## src/rtl/move_cmd_encoder_if.sv

```systemverilog
// Move command handshake bundle between the button encoder and the game FSM.
//   move_valid  encoder -> game  a move is presented on the direction bits
//   move_ready  game -> encoder  game accepts the move this cycle
//   up/down/left/right  encoder -> game  one-hot direction, zero when idle
//   drop_count  encoder -> game  saturating count of presses lost while busy
// master: the encoder side; slave: the game FSM side.
interface move_cmd_encoder_if #(
    parameter int DROP_W = 8
);
    logic              move_valid;
    logic              move_ready;
    logic              up;
    logic              down;
    logic              left;
    logic              right;
    logic [DROP_W-1:0] drop_count;

    modport master (
        output move_valid, up, down, left, right, drop_count,
        input  move_ready
    );

    modport slave (
        input  move_valid, up, down, left, right, drop_count,
        output move_ready
    );
endinterface

```

## src/rtl/move_cmd_encoder.sv

```systemverilog
// Turns four raw push-buttons into one move command per physical press for the
// 2048 game FSM. Each button is synchronised (2 flops), debounced and
// edge-detected; simultaneous presses are arbitrated right > left > up > down
// and the winner is offered through a valid/ready handshake.
// Ports:
//   Clk      system clock, all logic on posedge
//   Reset_n  asynchronous active-low reset
//   BtnU/BtnD/BtnL/BtnR  raw asynchronous active-high buttons
//   mv       move handshake bundle (master side), see move_cmd_encoder_if
//
// state      | meaning
// -----------+--------------------------------------------------------------
// ST_IDLE    | waiting for a debounced press
// ST_PENDING | move presented, held until move_valid & move_ready
// ST_RELEASE | move taken, waiting for every button to be released
module move_cmd_encoder #(
    parameter int DEBOUNCE_CYCLES = 4,
    parameter int DROP_W          = 8
) (
    input  logic                Clk,
    input  logic                Reset_n,
    input  logic                BtnU,
    input  logic                BtnD,
    input  logic                BtnL,
    input  logic                BtnR,
    move_cmd_encoder_if.master  mv
);

    localparam int                CNT_W    = $clog2(DEBOUNCE_CYCLES + 1);
    localparam logic [CNT_W-1:0]  CNT_LAST = CNT_W'(DEBOUNCE_CYCLES - 1);
    localparam logic [DROP_W-1:0] DROP_MAX = '1;

    // Button vector order: [0]=up [1]=down [2]=left [3]=right
    localparam int B_UP    = 0;
    localparam int B_DOWN  = 1;
    localparam int B_LEFT  = 2;
    localparam int B_RIGHT = 3;

    typedef enum logic [1:0] {
        ST_IDLE    = 2'd0,
        ST_PENDING = 2'd1,
        ST_RELEASE = 2'd2
    } state_t;

    logic [3:0]       btn_raw;
    logic [3:0]       sync_1;
    logic [3:0]       sync_2;
    logic [CNT_W-1:0] db_cnt [4];
    logic [3:0]       db_lvl;
    logic [3:0]       db_lvl_d;
    logic [3:0]       press;

    state_t            state;
    logic              valid_q;
    logic [3:0]        dir_q;
    logic [DROP_W-1:0] drop_q;

    assign btn_raw = {BtnR, BtnL, BtnD, BtnU};

    always_ff @(posedge Clk or negedge Reset_n) begin
        if (!Reset_n) begin
            sync_1 <= '0;
            sync_2 <= '0;
        end else begin
            sync_1 <= btn_raw;
            sync_2 <= sync_1;
        end
    end

    // The counter tracks consecutive samples disagreeing with the accepted
    // level; any agreeing sample restarts the count, so short glitches vanish.
    always_ff @(posedge Clk or negedge Reset_n) begin
        if (!Reset_n) begin
            for (int i = 0; i < 4; i++) begin
                db_cnt[i] <= '0;
            end
            db_lvl   <= '0;
            db_lvl_d <= '0;
        end else begin
            db_lvl_d <= db_lvl;
            for (int i = 0; i < 4; i++) begin
                if (sync_2[i] == db_lvl[i]) begin
                    db_cnt[i] <= '0;
                end else if (db_cnt[i] == CNT_LAST) begin
                    db_lvl[i] <= ~db_lvl[i];
                    db_cnt[i] <= '0;
                end else begin
                    db_cnt[i] <= db_cnt[i] + CNT_W'(1);
                end
            end
        end
    end

    assign press = db_lvl & ~db_lvl_d;

    function automatic logic [3:0] pick_dir(input logic [3:0] p);
        logic [3:0] onehot;
        onehot = '0;
        if (p[B_RIGHT]) begin
            onehot[B_RIGHT] = 1'b1;
        end else if (p[B_LEFT]) begin
            onehot[B_LEFT] = 1'b1;
        end else if (p[B_UP]) begin
            onehot[B_UP] = 1'b1;
        end else if (p[B_DOWN]) begin
            onehot[B_DOWN] = 1'b1;
        end
        return onehot;
    endfunction

    always_ff @(posedge Clk or negedge Reset_n) begin
        if (!Reset_n) begin
            state   <= ST_IDLE;
            valid_q <= 1'b0;
            dir_q   <= '0;
            drop_q  <= '0;
        end else begin
            case (state)
                ST_IDLE: begin
                    if (|press) begin
                        state   <= ST_PENDING;
                        valid_q <= 1'b1;
                        dir_q   <= pick_dir(press);
                    end
                end
                ST_PENDING: begin
                    if ((|press) && (drop_q != DROP_MAX)) begin
                        drop_q <= drop_q + DROP_W'(1);
                    end
                    // valid_q is always 1 here, so move_ready alone completes it
                    if (mv.move_ready) begin
                        state   <= ST_RELEASE;
                        valid_q <= 1'b0;
                        dir_q   <= '0;
                    end
                end
                ST_RELEASE: begin
                    if ((|press) && (drop_q != DROP_MAX)) begin
                        drop_q <= drop_q + DROP_W'(1);
                    end
                    if (db_lvl == 4'b0000) begin
                        state <= ST_IDLE;
                    end
                end
                default: begin
                    state   <= ST_IDLE;
                    valid_q <= 1'b0;
                    dir_q   <= '0;
                end
            endcase
        end
    end

    assign mv.move_valid = valid_q;
    assign mv.up         = dir_q[B_UP];
    assign mv.down       = dir_q[B_DOWN];
    assign mv.left       = dir_q[B_LEFT];
    assign mv.right      = dir_q[B_RIGHT];
    assign mv.drop_count = drop_q;

endmodule

```

## src/flat_wrapper.sv

```systemverilog
// flat-port wrapper written by rule: the top's interface ports become plain ports
module move_cmd_encoder_flat 
#(
    parameter int DEBOUNCE_CYCLES = 4,
    parameter int DROP_W          = 8
)
  (Clk, Reset_n, BtnU, BtnD, BtnL, BtnR, mv_move_valid, mv_up, mv_down, mv_left, mv_right, mv_drop_count, mv_move_ready);
  move_cmd_encoder_if #(.DROP_W(DROP_W)) mv_i ();
  input  logic Clk;
  input  logic Reset_n;
  input  logic BtnU;
  input  logic BtnD;
  input  logic BtnL;
  input  logic BtnR;
  output wire logic [$bits(mv_i.move_valid)-1:0] mv_move_valid;
  output wire logic [$bits(mv_i.up)-1:0] mv_up;
  output wire logic [$bits(mv_i.down)-1:0] mv_down;
  output wire logic [$bits(mv_i.left)-1:0] mv_left;
  output wire logic [$bits(mv_i.right)-1:0] mv_right;
  output wire logic [$bits(mv_i.drop_count)-1:0] mv_drop_count;
  input wire logic [$bits(mv_i.move_ready)-1:0] mv_move_ready;
  assign mv_move_valid = mv_i.move_valid;
  assign mv_up = mv_i.up;
  assign mv_down = mv_i.down;
  assign mv_left = mv_i.left;
  assign mv_right = mv_i.right;
  assign mv_drop_count = mv_i.drop_count;
  assign mv_i.move_ready = mv_move_ready;
  move_cmd_encoder #(.DEBOUNCE_CYCLES(DEBOUNCE_CYCLES), .DROP_W(DROP_W)) u_core (.Clk(Clk), .Reset_n(Reset_n), .BtnU(BtnU), .BtnD(BtnD), .BtnL(BtnL), .BtnR(BtnR), .mv(mv_i));
endmodule
```

## config.mk

```make
export PLATFORM = sky130hd
export DESIGN_NAME = move_cmd_encoder_flat
export DESIGN_NICKNAME = d
export VERILOG_FILES = /design/src/rtl/move_cmd_encoder_if.sv /design/src/rtl/move_cmd_encoder.sv /design/src/flat_wrapper.sv
export SDC_FILE = /design/constraint.sdc
export NUM_CORES = 1
export LEC_CHECK = 0
export BUFFER_PORTS_ARGS = -buffer_cell sky130_fd_sc_hd__buf_4
export CAP_MARGIN = 20
export CORE_AREA = 3 3 61 63
export DETAILED_ROUTE_END_ITERATION = 10
export DIE_AREA = 0 0 64 66
export PLACE_DENSITY = 0.74
export SLEW_MARGIN = 20
export SYNTH_ARGS = -nofsm -noshare
export SYNTH_HDL_FRONTEND = slang
export SYNTH_SLANG_ARGS = --single-unit
```

## constraint.sdc

```tcl
create_clock -name Clk -period 2.4 [get_ports Clk]
set_input_delay 0.6 -clock Clk [delete_from_list [all_inputs] [get_ports Clk]]
set_output_delay 0.6 -clock Clk [all_outputs]
set_load 0.005 [all_outputs]
```

Yosys cells after proc, flatten, opt, wreduce, memory -nomap -nowiden --
Cells that the tools add are included.
Storage, ports and cells: register bits after elaboration 43, bits in latches 0, bits in writable memories 0, ROM bits 0, input bits 7, output and inout port bits 13, logic and storage cells 82, memories kept 0
Operators by class: add/subtract/negate cells 5, multiply operators 0, div/mod/pow operators 0, $lt $le $gt $ge 0, equality and inequality tests 14, shifts and indexed selects 0, multiplexer cells 25, bitwise logic cells 11, reduce and logical (&&, ||, !) cells 12
Operators with widths (number):
- two-way mux 3 bit | 9
- adder 3 x 1 -> 3 bit (second input constant) | 4
- equality test 3 x 2 -> 1 bit (second input constant) | 4
- one-hot mux 4 bit (3 select lines) | 1
- AND reduction 2 bit | 5
- NOT 1 bit | 9
- adder 8 x 1 -> 8 bit (second input constant) | 1
- two-way mux 2 bit | 4
- two-way mux 4 bit | 2
- != test 8 bit (second input constant) | 1
- two-way mux 1 bit | 7
- one-hot mux 2 bit (3 select lines) | 1
- AND reduction 3 bit | 2
- AND 4 bit | 1
- equality test 1 bit | 4
- zero test 4 bit | 1
- != test 2 x 1 -> 1 bit (second input constant) | 2
- NOT 4 bit | 1
- OR reduction 4 bit | 1
- one-hot mux 1 bit (3 select lines) | 1
- equality test 2 x 1 -> 1 bit (second input constant) | 1
- equality test 2 bit (second input constant) | 1
- zero test 2 bit | 1
- != test 2 bit (second input constant) | 1
- 2 further kinds | 2

Logic depth before layout (Yosys ltp) --
word-level depth 8, gate-level depth with buffers 6, depth with buffers taken out 6

Worst setup path after synthesis --
Ideal clock, no wire load.
kind register to register, from register u_core.state[0], to register u_core.state[1], setup time 0.128 ns, arrival time 1.675 ns, required time 2.272 ns, slack 0.597 ns, cell stages (with the launch flop) 7, buffers on the path 0, period minus slack after synthesis 1.803 ns, path through dfrtp_1 -> inv_1 -> ha_1 -> inv_1 -> or4_4 -> o21bai_1 -> mux2_1
On the way: word-level cells in the longest chain between the ends 3, elaborated cells on any way between the ends 8, classes of those cells eq/ne (5); mux (1); reduce/logical (2)
RTL lines:
- start, declared | line move_cmd_encoder.sv:53 | state_t state;
- start signal, assigned | line move_cmd_encoder.sv:113 | state <= ST_IDLE;
- start signal, assigned | line move_cmd_encoder.sv:121 | state <= ST_PENDING;
- start signal, assigned | line move_cmd_encoder.sv:132 | state <= ST_RELEASE;
- equality test 2 bit, or another cell as far along | line move_cmd_encoder.sv:118 | case (state)
- != test 2 x 1 -> 1 bit (no line) or != test 2 bit (tied branches)
- AND reduction 3 bit (no line)
Several ways; a longest one is shown, not always the timed one. A chain may end at the register's enable or synchronous reset.

Worst setup path after layout --
from register u_core.state[1], to register u_core.state[1]
The elaborated chain is that of the path after synthesis.

==> results.cfg <==
[cells_and_area]
finalNetCount = 171
ff_latch_area_um2 = 1076
area_delta_synth_final_pct = 14.17
diodes = 0
multi_input_area_um2 = 670.6
fin_area_um2 = 2016
finalCoreUtilization = 0.6137
layout_commonest_cell = dfrtp_1
drive_above_1_share = 0.2372
final_cell_mix = 43 x dfrtp_1, 19 x buf_4, 9 x ha_1
fillers = 269

[routing]
drt_first_pass_iters = 4
drc = 0
ant_nets = 0
initialDrtViolationCount = 43
viasPerCell = 5.168
vias = 1044
wl_per_cell_um = 12.96
routed_wirelength_um = 2618

[clocking]
cts_made_buffers = 5
path_clk_slew_ns = 0.11
clk_path_buf_depth = 2
cts_tree = yes
htreeDepth = 2
root_buffer = clkbuf_4
post_cts_resize_count = 0
clock_latency_ns = 0.34
postCtsHoldBufs = 0
cts.sinks = 43
post_cts_buffers = 0

[floorplan]
die_w_um = 64
io_pins = 20
die_area_um2 = 4224
core-area_um2 = 3284
row_count = 21
fp.dieH_um = 66
start_util = 0.5375

[worst_setup_path]
path_common_cell = inv_1
end_kind = register
criticalPathCategory = register to register
cp_cell_sequence = inv_1 -> ha_1 -> inv_1 -> or4_4 -> o21bai_1 -> mux2_1
crit_buf_inv = 2
cp_top_family = simple AND/OR/NAND/NOR gates
critPathMaxFanout = 3
slowest_delay_ns = 0.56
cp-start-kind = register
cpMaxStageDelayCell = or4_4
worstPathArrival_ns = 2.19
crit_required_ns = 2.63

[yosys]
synth.yosys.seq_area_share = 0.6095
netlist_area_um2 = 1765
synth-compound-area-share = 0.06733
synth_seq_cells = 43
ys_warn_count = 0
synth-simple-area-share = 0.1588
yosys.area_share.adder = 0.06378
ys_types = 36
synth_ff_type = dfrtp_1
synth-xor-area-share = 0.04961
ys_async_sr_fraction = 1.000
syn_nets = 145
synthMuxAreaShare = 0.04040
synth_edf_count = 0
synth_top_family_by_area = simple AND/OR/NAND/NOR gates
avgSynthCellArea_um2 = 13.69
synthCells = 129

[sta]
setup_ws_ns = 0.4418
fmax_ghz = 0.5107
slew_headroom = 0.6606
post-route-min-period_ns = 1.958
fin_tns_setup_ns = 0
hold_viol = 0
finalSetupViolations = 0
rsz0062_at_grt = false
slew_viol_final = 0
fin_crit_sh = 0.8159
clock_skew_ns = 0.009312
hold_ws_ns = 0.2206
tightestPinTransition_ns = 0.5092

[global_routing]
grt_pass1_vias = 1059
grt_max_degree = 44
grt_pass1_wl_um = 4692
grt.overflow.total = 0
antenna_found_initial = 0
grt_usage = 0.1468

[pwr]
p_per_area_nw_per_um2 = 1215
power.clock.fraction = 0.129
comb_power_share = 0.398
power.switching_uw = 856.7
switching_share = 0.3499
power.internal_mw = 1.592
p_leak_nw = 0.9688
max-vdd-ir-drop_mv = 0.6130
p_seq_frac = 0.473

[placed_design]
place_area_um2 = 1966
dp_slack_ns = 0.4563
dpl.hpwl_um = 1954
io_buffers = 19
gp_congestion = 0.8028

[outcome]
outcome = finished, final reports clean

[hold_path]
hold_path.class = primary input to asynchronous set/reset pin

[job]
max-cap-violations = 0
[registers in the layout, indices dropped and copies added (netlist names)]
signal / flops
u_core.state: 2
u_core.db_lvl: 4
u_core.mv.move_valid: 1
u_core.db_lvl_d: 4
u_core.db_cnt: 12
u_core.sync_1: 4
u_core.dir_q: 4
u_core.mv.drop_count: 8
u_core.sync_2: 4
[through the flow]
step                std cells  total power, mW
global route              202            2.654
finish                    202            2.449
detailed placement        194            2.161
floorplan                 129            1.834
CTS                       202            2.484
global placement          194            2.099
[synthesized netlist by cell type (2+ instances only)]
master / count / area, um2
nor2b_4: 2 / 27.53
nand2_1: 3 / 11.26
nand2b_1: 2 / 12.51
mux2_2: 4 / 45.04
nand3_1: 3 / 15.01
nor3b_1: 6 / 45.04
and2_1: 2 / 12.51
nor2_1: 3 / 11.26
xnor2_1: 4 / 35.03
nor3_1: 5 / 25.02
inv_1: 5 / 18.77
a21oi_1: 2 / 10.01
nor4_1: 3 / 18.77
xor2_1: 6 / 52.55
dfrtp_1: 43 / 1076
ha_1: 9 / 112.6
a22o_1: 2 / 17.52
nor2b_1: 7 / 43.79
[logic make-up (layout without fill, tap and decap cells)]
group                    after synthesis  in the layout
AO/OA/AOI/OAI                         13             13
XOR/XNOR                              10             10
adder cells (fa/ha/maj)                9              9
buffers and inverters                  5             32
flip-flops                            43             43
multiplexers                           6              6
AND/OR/NAND/NOR                       43             43
[final timing paths]
check | slack, ns | startpoint | end | depth (start not counted)
max | 0.44 | u_core.state[1] | u_core.state[1] | 6
min | 0.22 | Reset_n | u_core.db_cnt[4] | 1
max reg2reg | 0.44 | u_core.state[1] | u_core.state[1] | 6
min reg2reg | 0.36 | u_core.sync_1[1] | u_core.sync_2[1] | 0
max in group asynchronous | 1.82 | Reset_n | u_core.sync_2[1] | 1
min in group Clk | 0.36 | BtnR | u_core.sync_1[3] | 1
[worst reg2reg max path: cells and delay by family, from the launching register on]
kind	cells	cell delay, ns
adders and majority gates	1	0.20
muxes	1	0.34
DFF	1	0.41
and+or+nand+nor	1	0.56
AOI/OAI and AO/OA	1	0.16
buffers and inverters	2	0.19
[power groups by stage]
stage / logic, mW / registers (mW) / clock network, mW
after floorplan: 0.696 / 1.14 / 0
final: 0.973 / 1.16 / 0.317
after global routing: 1.08 / 1.20 / 0.375
after detailed placement: 0.982 / 1.18 / 0
after global placement: 0.940 / 1.16 / 0
after CTS: 0.986 / 1.16 / 0.334
[cell type report]
cell class / instances / area share
timing repair buffer: 19 / 0.07076
multi-input combinational: 81 / 0.3327
clock buffer: 7 / 0.02235
tap: 46 / 0.02855
inverter: 5 / 0.009311
sequential: 43 / 0.5338
clock inverter: 1 / 0.002483
[routing by layer]
metal  global-route usage  wire length [um]
met4              0.07278                54
met1               0.1718              1118
met3              0.05782               160
met5                    0                 0
met2               0.2348              1285
Power figures use the tool's default switching activity.
